`src/rtl/sw_debounce.sv`:
```
// Switch debouncer: 2-flop synchronizer, shared sample-tick prescaler and a
// per-bit run-length qualifier that accepts a new level after STABLE_SAMPLES ticks.
module sw_debounce #(
    parameter int unsigned DATA_WIDTH     = 32,
    parameter int unsigned TICK_DIV       = 50000,
    parameter int unsigned STABLE_SAMPLES = 4
) (
    input  logic                  i_clk,
    input  logic                  i_reset,
    input  logic [DATA_WIDTH-1:0] i_sw_raw,
    output logic [DATA_WIDTH-1:0] o_io_sw,
    output logic                  o_sw_changed,
    output logic                  o_tick
);

    localparam int unsigned PRE_W = (TICK_DIV > 1) ? $clog2(TICK_DIV) : 1;
    localparam int unsigned CNT_W = $clog2(STABLE_SAMPLES + 1);

    localparam logic [PRE_W-1:0] PRE_LAST = PRE_W'(TICK_DIV - 1);
    localparam logic [CNT_W-1:0] CNT_LAST = CNT_W'(STABLE_SAMPLES - 1);

    logic [DATA_WIDTH-1:0] sync1_q;
    logic [DATA_WIDTH-1:0] sync2_q;

    logic [PRE_W-1:0]      pre_q;
    logic [PRE_W-1:0]      pre_d;
    logic                  tick_q;
    logic                  tick_d;

    logic [CNT_W-1:0]      cnt_q [DATA_WIDTH];
    logic [CNT_W-1:0]      cnt_d [DATA_WIDTH];
    logic [DATA_WIDTH-1:0] sw_q;
    logic [DATA_WIDTH-1:0] sw_d;
    logic                  chg_q;
    logic                  chg_d;

    // Metastability guard: nothing downstream sees i_sw_raw directly.
    always_ff @(posedge i_clk or posedge i_reset) begin
        if (i_reset) begin
            sync1_q <= '0;
            sync2_q <= '0;
        end else begin
            sync1_q <= i_sw_raw;
            sync2_q <= sync1_q;
        end
    end

    // Prescaler; the registered strobe marks the cycle whose closing edge samples.
    always_comb begin
        pre_d  = pre_q + PRE_W'(1);
        tick_d = 1'b0;
        if (pre_q == PRE_LAST) begin
            pre_d  = '0;
            tick_d = 1'b1;
        end
    end

    always_ff @(posedge i_clk or posedge i_reset) begin
        if (i_reset) begin
            pre_q  <= '0;
            tick_q <= 1'b0;
        end else begin
            pre_q  <= pre_d;
            tick_q <= tick_d;
        end
    end

    // Any tick that sees the current level restarts that bit's qualification.
    always_comb begin
        sw_d = sw_q;
        for (int unsigned b = 0; b < DATA_WIDTH; b++) begin
            cnt_d[b] = cnt_q[b];
            if (tick_q) begin
                if (sync2_q[b] == sw_q[b]) begin
                    cnt_d[b] = '0;
                end else if (cnt_q[b] == CNT_LAST) begin
                    sw_d[b]  = sync2_q[b];
                    cnt_d[b] = '0;
                end else begin
                    cnt_d[b] = cnt_q[b] + CNT_W'(1);
                end
            end
        end
        chg_d = (sw_d != sw_q);
    end

    always_ff @(posedge i_clk or posedge i_reset) begin
        if (i_reset) begin
            cnt_q <= '{default: '0};
            sw_q  <= '0;
            chg_q <= 1'b0;
        end else begin
            cnt_q <= cnt_d;
            sw_q  <= sw_d;
            chg_q <= chg_d;
        end
    end

    assign o_io_sw      = sw_q;
    assign o_sw_changed = chg_q;
    assign o_tick       = tick_q;

endmodule

```
`config.mk`:
```
export PLATFORM = sky130hd
export DESIGN_NAME = sw_debounce
export DESIGN_NICKNAME = d
export VERILOG_FILES = /design/src/rtl/sw_debounce.sv
export SDC_FILE = /design/constraint.sdc
export NUM_CORES = 1
export LEC_CHECK = 0
export CAP_MARGIN = 20
export CELL_PAD_IN_SITES_DETAIL_PLACEMENT = 1
export CELL_PAD_IN_SITES_GLOBAL_PLACEMENT = 1
export CORE_ASPECT_RATIO = 1.1
export CORE_MARGIN = 3
export CORE_UTILIZATION = 43
export DETAILED_ROUTE_END_ITERATION = 10
export GPL_ROUTABILITY_DRIVEN = 0
export PLACE_DENSITY = 0.87
export SYNTH_ARGS = -nofsm -noshare
export SYNTH_HDL_FRONTEND = slang
export SYNTH_SLANG_ARGS = --single-unit
```
`constraint.sdc`:
```
create_clock -name i_clk -period 6.61 [get_ports i_clk]
set_clock_uncertainty 0.15 [all_clocks]
set_input_delay 0.661 -clock i_clk [delete_from_list [all_inputs] [get_ports i_clk]]
set_output_delay 0.661 -clock i_clk [all_outputs]
set_load 0.01 [all_outputs]
```
After elaboration in Yosys (flattened, before gate mapping)
Index checks and enable logic that the tools add are counted.
Word-level totals
  bits in registers: 210
  input port bits: 34
  logic and storage cells: 299
Operators by class
  mux-type cells: 162
  add/sub/neg operators: 33
  equal/unequal tests: 66
Operators with widths (number)
  $mux W3: 64
  $mux W1: 97
  $add A3 B1 Y3 const B: 32
  $eq A3 B2 Y1 const B: 32
  $eq A1 B1 Y1: 32
  $ne A32 B32 Y1: 1
  $add A16 B1 Y16 const B: 1
  $eq A16 B16 Y1 const B: 1
  $mux W16: 1

Depth between registers and ports, before layout
  word-level depth: 5
  gate-level depth with buffers: 6
  depth with buffers taken out: 6

Least setup slack after synthesis
No wires, ideal clock.
  kind: reg2reg
  from: register cnt_q[93] (netlist name)
  to: register chg_q, in the netlist o_sw_changed
  setup slack: 4686 ps
  data arrival time: 1645 ps
  stages on the path, launching flop included: 7
  library setup time: 129 ps
  period minus slack after synthesis: 1924 ps
  path buffers: 0
  cell sequence: dfrtp_1 ha_1 and2b_1 nand2_1 o22ai_1 or4_1 a2111o_1
Between the ends
  longest elaborated chain between the ends: 5
RTL lines
  start, declared: RTL line 30  | logic [CNT_W-1:0] cnt_q [DATA_WIDTH];
  start signal, assigned: RTL line 93  | cnt_q <= cnt_d;
  $eq A3 B2 Y1: RTL line 76  | end else if (cnt_q[b] == CNT_LAST) begin
  $mux W1: RTL line 76
  $mux W1: RTL line 74  | if (sync2_q[b] == sw_q[b]) begin
  $mux W1: RTL line 73  | if (tick_q) begin
  $ne A32 B32 Y1: RTL line 84  | chg_d = (sw_d != sw_q);
  net chg_d: RTL line 35  | logic chg_d;
  end signal, assigned: RTL line 95  | chg_q <= chg_d;
  end, declared: RTL line 34  | logic chg_q;
The timed path passes the listed nets, and every way through them passes these cells.
A chain may end at the register's enable or synchronous reset.

Worst setup path in the final report
  from: register tick_q, in the netlist o_tick
  to: output port o_tick
RTL lines
  start, declared: RTL line 27  | logic tick_q;
  start signal, assigned: RTL line 64  | tick_q <= tick_d;
  end, declared: RTL line 13  | output logic o_tick
No word-level cell between the ends.

==> qor.yml <==
synthesis:
  synth_cell_types: 36
  synthArstFlopShare_pct: 100.0
  ys_warn_count: 0
  synthesis.nets: 782
  synth.area.top_cells: "dfrtp_1 (60%), mux2_2 (8.1%), ha_1 (4.7%)"
  synth_top_area_share_pct: 60.10
  synth-edff-count: 0
  synth_cells: 715
  yosysMostFrequentCell: "dfrtp_1"
  avgSynthCellArea_um2: 12.23
  synth_area_um2: 8743
  synth_seq_cells: 210
  netlist.top_cell.by_area: "dfrtp_1"
  seq_area_frac_synth_pct: 60.10
  synth-main-ff-cell: "dfrtp_1"
  synth_common_cells: "dfrtp_1 (210), mux2_2 (63), o22ai_1 (47)"
die:
  dieArea_um2: 22080
  initial_core_util_pct: 43.87
  die_x_um: 142.0
  dieHeight_um: 155.6
  core-area_um2: 19930
  io_pins: 68
  rows: 54
sta:
  fin_crit_ns: 2.993
  setup_viol: 0
  setup_tns_ns: 0
  whs_ns: 0.1961
  rsz0062_at_grt: "no"
  finalCritPeriodShare_pct: 45.28
  hold_viol_final: 0
  tightestPinTransition_ns: 0.9491
  fmax_ghz: 0.3341
  relSlewSlack_pct: 36.73
  final_max_slew_viol_count: 0
  worst_slack_ns: 3.617
run_status:
  status: "finished clean"
route:
  finalWirelength_mm: 17.52
  ant_nets: 0
  routedWlPerCell_um: 16.57
  avgViaCountPerCell: 5.179
  routed-via-count: 5474
  remaining_drc_errors: 0
  drtIter0Drc: 227
  firstDrtPassIters: 4
global_routing:
  grt_overflow: 0
  gr-usage-all-layers_pct: 16.36
  grt-busiest-layer: "met2"
  grt_pass1_wl_mm: 30.13
  first_global_vias: 6185
  use_met3_pct: 2.667
  grt_antenna_before_repair: 0
  use_met1_pct: 20.72
  use_met2_pct: 29.30
  grt_max_degree: 86
hold_path:
  min_path_cells: 0
  hp-class: "reg2reg"
place:
  hpwl_mm: 11.51
  place_area_um2: 9674
  post-place-ws_ns: 3.902
  io_buffers: 67
clocking:
  ctsResizeCount: 0
  postCtsSetupRepairBufs: 0
  path_clk_slew_ns: 0.06
  cts.sinks: 210
  cts_buffer_depth: 3
  clock_insertion_delay_worst_skew_ns: 0.50
  cts_tree: "built"
  numCtsBuffers: 23
  cts_hold_buf: 0
  cts_root_buf: "clkbuf_16"
  h-tree-depth: 1
worst_setup_path:
  required_ns: 5.80
  cp_slowest_cell: "dfrtp_4"
  slowest_delay_ns: 0.98
  r2r_cells: 5
  cp.arrival_ns: 2.18
  crit_fanout: 85
  crit_cells: 1
  critical_path.cell_chain: "clkdlybuf4s50_1"
  cp-end-kind: "output port"
  critPathKind: "reg2out"
  crit_path_start_kind: "flip-flop"
  crit_buf_inv: 1
  crit_family: "flip-flops"
power:
  p_per_area_nw_per_um2: 246.7
  irDropWorstVdd_mv: 0.1641
  leakage_nw: 4.795
layout:
  fill_cells: 2033
  final_area_um2: 10360
  antennaDiodeCount: 0
  area_delta_synth_final_pct: 18.45
  nets: 858
  drive_above_1_share_pct: 13.17
flow_run:
  cap_violations: 0
final cells by class:
| class | count | area, um^2 | area share (%) |
|---|---|---|---|
| multi-input cells | 448 | 3257 | 31.45 |
| clock inverters | 5 | 25.02 | 0.2416 |
| well taps | 252 | 315.3 | 3.045 |
| flip-flops and latches | 210 | 5259 | 50.78 |
| repair buffers | 70 | 693.2 | 6.693 |
| clock buffers | 34 | 656.9 | 6.343 |
| inverters | 38 | 150.1 | 1.450 |
path summary, 6_finish.rpt:
path                                          end             startpoint  slack [ns]
max in group asynchronous   o_io_sw[20]$_DFF_PP0_                i_reset        4.54
setup / recovery                           o_tick       o_tick$_DFF_PP0_        3.62
min in group asynchronous   cnt_q[90]$_DFFE_PP0P_                i_reset        0.45
hold / removal              sync2_q[20]$_DFF_PP0_  sync1_q[20]$_DFF_PP0_        0.20
hold reg to reg             sync2_q[20]$_DFF_PP0_  sync1_q[20]$_DFF_PP0_        0.20
setup reg to reg           o_sw_changed$_DFF_PP0_       o_tick$_DFF_PP0_        3.88
metrics by stage:
step | total power [W] | cells | util [%]
2_1_floorplan | 0.001378 | 715 | -
3_3_place_gp | 0.001414 | 1018 | 48.54
3_5_place_dp | 0.001416 | 1018 | 48.54
4_1_cts | 0.002595 | 1057 | 51.96
5_1_grt | 0.002660 | 1057 | 51.96
6_report | 0.002555 | 1057 | 51.96
registers in the layout, indices dropped and copies added, names as in the netlist:
| register | cells |
|---|---|
| o_sw_changed | 1 |
| sync2_q | 32 |
| o_io_sw | 32 |
| cnt_q | 96 |
| o_tick | 1 |
| pre_q | 16 |
| sync1_q | 32 |
cell usage in the layout (no fill, tap or decap), types with 2 or more instances in the layout:
cell / count
clkinv_2: 5
inv_1: 37
clkbuf_1: 7
dfrtp_1: 209
clkbuf_8: 4
nand3b_1: 22
and3_1: 4
xnor2_1: 36
nand2b_1: 45
and4_1: 2
o21ai_0: 32
o22ai_1: 47
clkbuf_16: 23
nand3_1: 10
mux2_2: 63
nand2_1: 43
clkdlybuf4s50_1: 67
xnor2_2: 2
a21o_1: 4
o21a_1: 3
nor4_1: 2
nor2_1: 39
buf_4: 3
nand4_1: 2
xor2_1: 6
ha_1: 33
and2_1: 28
nor2b_1: 8
nor3_1: 8
cells by family after synthesis:
| logic type | synth area share, % |
|---|---|
| AO/OA/AOI/OAI | 6.025 |
| XOR/XNOR | 4.579 |
| adder cells (fa/ha/maj) | 4.722 |
| buffers and inverters | 2.647 |
| flip-flops | 60.10 |
| multiplexers | 8.114 |
| AND/OR/NAND/NOR | 13.81 |
report_power, final:
part / total (W) / leakage [nW] / switching [W] / internal (W)
registers: 0.00132 / 2.77 / 0.0000103 / 0.00131
logic: 0.0000749 / 1.68 / 0.0000435 / 0.0000315
clock network: 0.00116 / 0.340 / 0.000482 / 0.000682
layer usage:
metal  up-vias  share of wire (%)
met4         0                2.3
met2        82                 52
li1       2572                  -
met5         -                  0
met1      2783                 43
met3        37                3.4
No activity file was read; power rests on OpenSTA's default activity.
